[config.mk]
export PLATFORM = sky130hd
export DESIGN_NAME = pipe_mux_tree
export DESIGN_NICKNAME = d
export VERILOG_FILES = /design/src/rtl/pipe_mux_tree.sv
export SDC_FILE = /design/constraint.sdc
export NUM_CORES = 1
export LEC_CHECK = 0
export ABC_AREA = 1
export BUFFER_PORTS_ARGS = -buffer_cell sky130_fd_sc_hd__buf_2
export CAP_MARGIN = 10
export CELL_PAD_IN_SITES_DETAIL_PLACEMENT = 0
export CELL_PAD_IN_SITES_GLOBAL_PLACEMENT = 1
export CORE_MARGIN = 2
export CORE_UTILIZATION = 29
export CTS_BUF_LIST = sky130_fd_sc_hd__clkbuf_16
export CTS_CLUSTER_SIZE = 12
export DETAILED_ROUTE_END_ITERATION = 12
export PLACE_DENSITY = 0.77
export SKIP_CTS_REPAIR_TIMING = 1
export SYNTH_ARGS = -nofsm -noshare
export SYNTH_HDL_FRONTEND = slang
export SYNTH_SLANG_ARGS = --single-unit
[constraint.sdc]
create_clock -name clk -period 1.1 [get_ports clk]
set_input_delay 0.055 -clock clk [delete_from_list [all_inputs] [get_ports clk]]
set_output_delay 0.055 -clock clk [all_outputs]
set_load 0.05 [all_outputs]
[src/rtl/pipe_mux_tree.sv]
// Pipelined NUM_IN:1 binary mux tree; select echoed to out_sel when PMUX_SEL_ECHO_EN is defined.
// Latency: PIPE_STAGES register loads, so an item accepted on edge N is visible after edge N+PIPE_STAGES-1.
// Backpressure: combinational ready chain; bubbles collapse and a full pipe accepts and retires on one edge.
module pipe_mux_tree #(
  parameter int NUM_IN      = 16,
  parameter int DATA_W      = 8,
  parameter int PIPE_STAGES = 2,
  localparam int SEL_W      = $clog2(NUM_IN)
) (
  input  logic                     clk,
  input  logic                     rst_n,
  input  logic [NUM_IN*DATA_W-1:0] in_data,
  input  logic [SEL_W-1:0]         in_sel,
  input  logic                     in_valid,
  output logic                     in_ready,
  output logic [DATA_W-1:0]        out_data,
`ifdef PMUX_SEL_ECHO_EN
  output logic [SEL_W-1:0]         out_sel,
`endif
  output logic                     out_valid,
  input  logic                     out_ready
);

  localparam int L = SEL_W;
  localparam int P = PIPE_STAGES;

  logic [P-1:0] v;
  logic [P-1:0] rdy;

  genvar s, j, k;
  for (s = 0; s < P; s++) begin : g_stage
    localparam int LO    = s * L / P;
    localparam int HI    = (s + 1) * L / P;
    localparam int IN_W  = (NUM_IN >> LO) * DATA_W;
    localparam int OUT_W = (NUM_IN >> HI) * DATA_W;
`ifdef PMUX_SEL_ECHO_EN
    localparam int SI_W   = L;
    localparam int SI_OFF = 0;
    localparam int SO_W   = L;
`else
    // Only the select bits of levels not yet evaluated are carried forward.
    localparam int SI_W   = L - LO;
    localparam int SI_OFF = LO;
    localparam int SO_W   = L - HI;
`endif

    logic [IN_W-1:0]  d_in;
    logic [SI_W-1:0]  s_in;
    logic             up_vld;
    logic             v_q;
    logic [OUT_W-1:0] d_q;
    logic [OUT_W-1:0] d_nxt;

    if (s == 0) begin : g_src
      assign d_in   = in_data;
      assign s_in   = in_sel;
      assign up_vld = in_valid;
    end else begin : g_src
      assign d_in   = g_stage[s-1].d_q;
      assign s_in   = g_stage[s-1].g_sel.sel_q;
      assign up_vld = v[s-1];
    end

    for (j = LO; j < HI; j++) begin : g_lvl
      logic [(NUM_IN>>j)*DATA_W-1:0]     x;
      logic [(NUM_IN>>(j+1))*DATA_W-1:0] y;
      if (j == LO) begin : g_x
        assign x = d_in;
      end else begin : g_x
        assign x = g_lvl[j-1].y;
      end
      for (k = 0; k < (NUM_IN >> (j + 1)); k++) begin : g_mux
        assign y[k*DATA_W +: DATA_W] = s_in[j-SI_OFF] ? x[(2*k+1)*DATA_W +: DATA_W]
                                                      : x[2*k*DATA_W +: DATA_W];
      end
    end
    assign d_nxt = g_lvl[HI-1].y;

    // Equivalent to rdy[s] = !v[s] || rdy[s+1], unrolled to avoid a self-referencing vector.
    assign rdy[s] = out_ready || !(&v[P-1:s]);
    assign v[s]   = v_q;

    always_ff @(posedge clk or negedge rst_n) begin
      if (!rst_n) begin
        v_q <= 1'b0;
        d_q <= '0;
      end else if (rdy[s]) begin
        v_q <= up_vld;
        if (up_vld) d_q <= d_nxt;
      end
    end

    if (SO_W > 0) begin : g_sel
      logic [SO_W-1:0] sel_q;
      always_ff @(posedge clk or negedge rst_n) begin
        if (!rst_n) sel_q <= '0;
        else if (rdy[s] && up_vld) sel_q <= s_in[SI_W-1 -: SO_W];
      end
    end
  end

  assign in_ready  = rdy[0];
  assign out_valid = v[P-1];
  assign out_data  = g_stage[P-1].d_q;
`ifdef PMUX_SEL_ECHO_EN
  assign out_sel   = g_stage[P-1].g_sel.sel_q;
`endif

endmodule
==> results.py <==
metrics = {
    "floorplanning": {
        "rows": 40,
        "io_pins": 146,
        "die_y_um": 115,
        "start_util_pct": 29.9,
        "die-area_um2": 13300,
        "core_area_um2": 12100,
        "die_w_um": 115,
    },
    "global_routing": {
        "antenna_found_initial": 0,
        "grt-busiest-layer": "met2",
        "gr-total-overflow": 0,
        "grt_max_degree": 45,
        "use_met1_pct": 23.2,
        "grt_first_pass_wirelength_um": 17200,
        "track_usage_pct": 15.8,
        "grt_pass1_vias": 3756,
        "use_met2_pct": 24.2,
        "use_met3_pct": 2.09,
    },
    "run": {
        "drv_cap": 0,
    },
    "critical_path": {
        "timing.setup.critical_path_class": "reg -> out",
        "cp-end-kind": "output port",
        "crit_fanout": 3,
        "start_kind": "register",
        "worstPathRequired_ns": 1.04,
        "startpoint": "g_stage[0].v_q",
        "cp.arrival_ns": 1.01,
        "rr_startpoint": "g_stage[0].g_sel.sel_q[1]",
    },
    "synth": {
        "synth_top_area_share_pct": 33.9,
        "synth_top_cell_by_area": "nand2_1",
        "synthDistinctLibCells": 13,
        "ys_seq_area_share_pct": 30.5,
        "ys_seq_elements": 44,
        "syn_inst": 651,
        "synth_area_per_cell_um2": 5.54,
        "synth_area_um2": 3600,
        "synth_area_leaders": "nand2_1 (34%), dfrtp_1 (31%), inv_1 (17%)",
        "ys.warnings.count": 0,
        "synthesis.nets": 787,
    },
    "pwr": {
        "power_density_nw_per_um2": 1290,
        "p_seq_share_pct": 35.6,
        "power_frac_clock_pct": 27.3,
        "irDropWorstVdd_mv": 0.550,
        "power.share.switching_pct": 37.7,
        "p_comb_share_pct": 37.1,
        "p_int_mw": 3.80,
        "switchingPower_mw": 2.30,
        "leakage_nw": 3.20,
    },
    "clock_tree": {
        "insertion_delay_ns": 0.29,
        "clk_pin_slew_ns": 0.06,
        "cts_buffer_depth": 2,
        "cts_made_buffers": 5,
        "numClockSinks": 44,
        "cts_tree": "built",
        "h-tree-depth": 2,
        "root_buffer": "clkbuf_16",
    },
    "timing": {
        "skew_ns": 0.00534,
        "period_minus_slack_ns": 1.06,
        "fin_crit_sh_pct": 96.7,
        "hold_slack_ns": -0.00571,
        "rsz0062_at_grt": "true",
        "hold_violations": 2,
        "fmax_mhz": 940,
        "drv_slew": 0,
        "setup_violations": 0,
        "worstMarginPinSlew_ns": 0.254,
        "timing.slew.headroom_pct": 83.2,
    },
    "layout": {
        "layout.cells.non_filler": 955,
        "syn_to_final_growth_pct": 30.6,
        "final_util_pct": 39.0,
        "fill_cells": 1411,
        "antennaDiodeCount": 0,
        "drive_gt1_share_pct": 22.1,
        "layout.nets": 922,
    },
    "min_path": {
        "min_from": "in_sel[3]",
        "hold_path_class": "in -> reg",
    },
    "routing": {
        "drt_iter0_markers": 210,
        "vias": 3954,
        "drtPass1Iterations": 4,
        "drc": 0,
        "viasPerCell": 4.14,
        "totalWireLength_um": 10200,
        "ant_nets": 0,
        "drt-wirelength-per-cell_um": 10.7,
    },
    "placement": {
        "place_hpwl_um": 7750,
        "portBuffers": 145,
        "dp_cells": 945,
        "gp_congestion": 0.806,
    },
    "run_status": {
        "violations": "negative hold slack",
        "status": "finished, violations left",
    },
}
[stage by stage]
| step | total power [mW] | cell area, µm² | TNS (ns) | setup WS, ns |
|---|---|---|---|---|
| 6_report | 6.10 | 4710 | 0 | 0.0362 |
| 5_1_grt | 6.53 | 4710 | -0.166 | -0.0266 |
| 4_1_cts | 6.08 | 4670 | -0.0390 | -0.0390 |
| 3_5_place_dp | 4.43 | 4510 | 0 | 0.0286 |
| 3_3_place_gp | 4.43 | 4510 | 0 | 0.0585 |
| 2_1_floorplan | 3.72 | 3640 | -8.24 | -0.246 |
[synth_stat cells]
master,number
o21ai_0,2
nand3_2,1
buf_2,14
nand2_2,1
buf_6,8
buf_4,7
inv_1,163
nand3_1,80
clkinv_1,1
nand2_1,326
clkbuf_8,1
inv_2,3
dfrtp_1,44
[critical path: stages, from the launching register on]
cell and delay [ns]:
dfrtp_1 0.41, nand3_4 0.11, buf_4 0.20
[worst paths after layout]
kind,endpoint,slack [ns],depth (start not counted)
hold / removal,g_stage[0].g_sel.sel_q[1],-0.006,3
max in group asynchronous,out_valid,0.60,3
hold reg to reg,out_data[5],0.48,2
setup reg to reg,out_data[0],0.06,5
min in group asynchronous,g_stage[0].d_q[22],0.28,3
setup / recovery,in_ready,0.04,2
[cell usage in the layout, fill, tap and decap left out]
cell	instances
dlygate4sd3_1	1
nand2_4	1
buf_2	144
bufinv_16	1
dfrtp_2	2
buf_6	1
o21ai_0	2
nand3_4	1
nand2_2	2
buf_4	5
inv_1	162
inv_4	1
clkinvlp_4	1
clkinv_1	2
nand2_1	324
inv_2	1
buf_12	7
dfrtp_1	42
nand3_1	80
inv_8	1
inv_6	1
clkbuf_16	5
[kinds of logic (layout without fill, tap and decap cells)]
group	after synthesis	count (layout)	synth area share, %
simple gates	408	408	45.5
buf+inv	197	333	23.7
flops	44	44	30.5
compound gates	2	2	0.278
[state kept, by name (all words and copies together), names as in the netlist]
signal and flops:
g_stage.v_q 1, g_stage.g_sel.sel_q 2, out_data 8, out_valid 1, g_stage.d_q 32
[power by group through the flow]
stage	sequential (mW)	combinational (mW)	clock, mW
after floorplan	2.57	1.15	0
after global placement	2.18	2.25	0
after detailed placement	2.19	2.24	0
after CTS	2.16	2.25	1.67
after global routing	2.22	2.56	1.76
final	2.17	2.26	1.66
[layer usage]
| metal | vias to the layer above | part of all wire, % |
|---|---|---|
| met5 | - | 0 |
| met1 | 1715 | 51 |
| met2 | 106 | 43 |
| met3 | 11 | 5.0 |
| met4 | 0 | 1.5 |
| li1 | 2122 | - |
[cell type report]
cell class | instances | area (µm²) | share of cell area [%]
clock buffer | 5 | 125 | 2.66
clock inverter | 3 | 37.5 | 0.797
inverter | 167 | 646 | 13.7
multi-input combinational | 410 | 1670 | 35.4
sequential | 44 | 1100 | 23.4
tap | 168 | 210 | 4.46
timing repair buffer | 158 | 920 | 19.5
(Power assumes the default switching activity.)
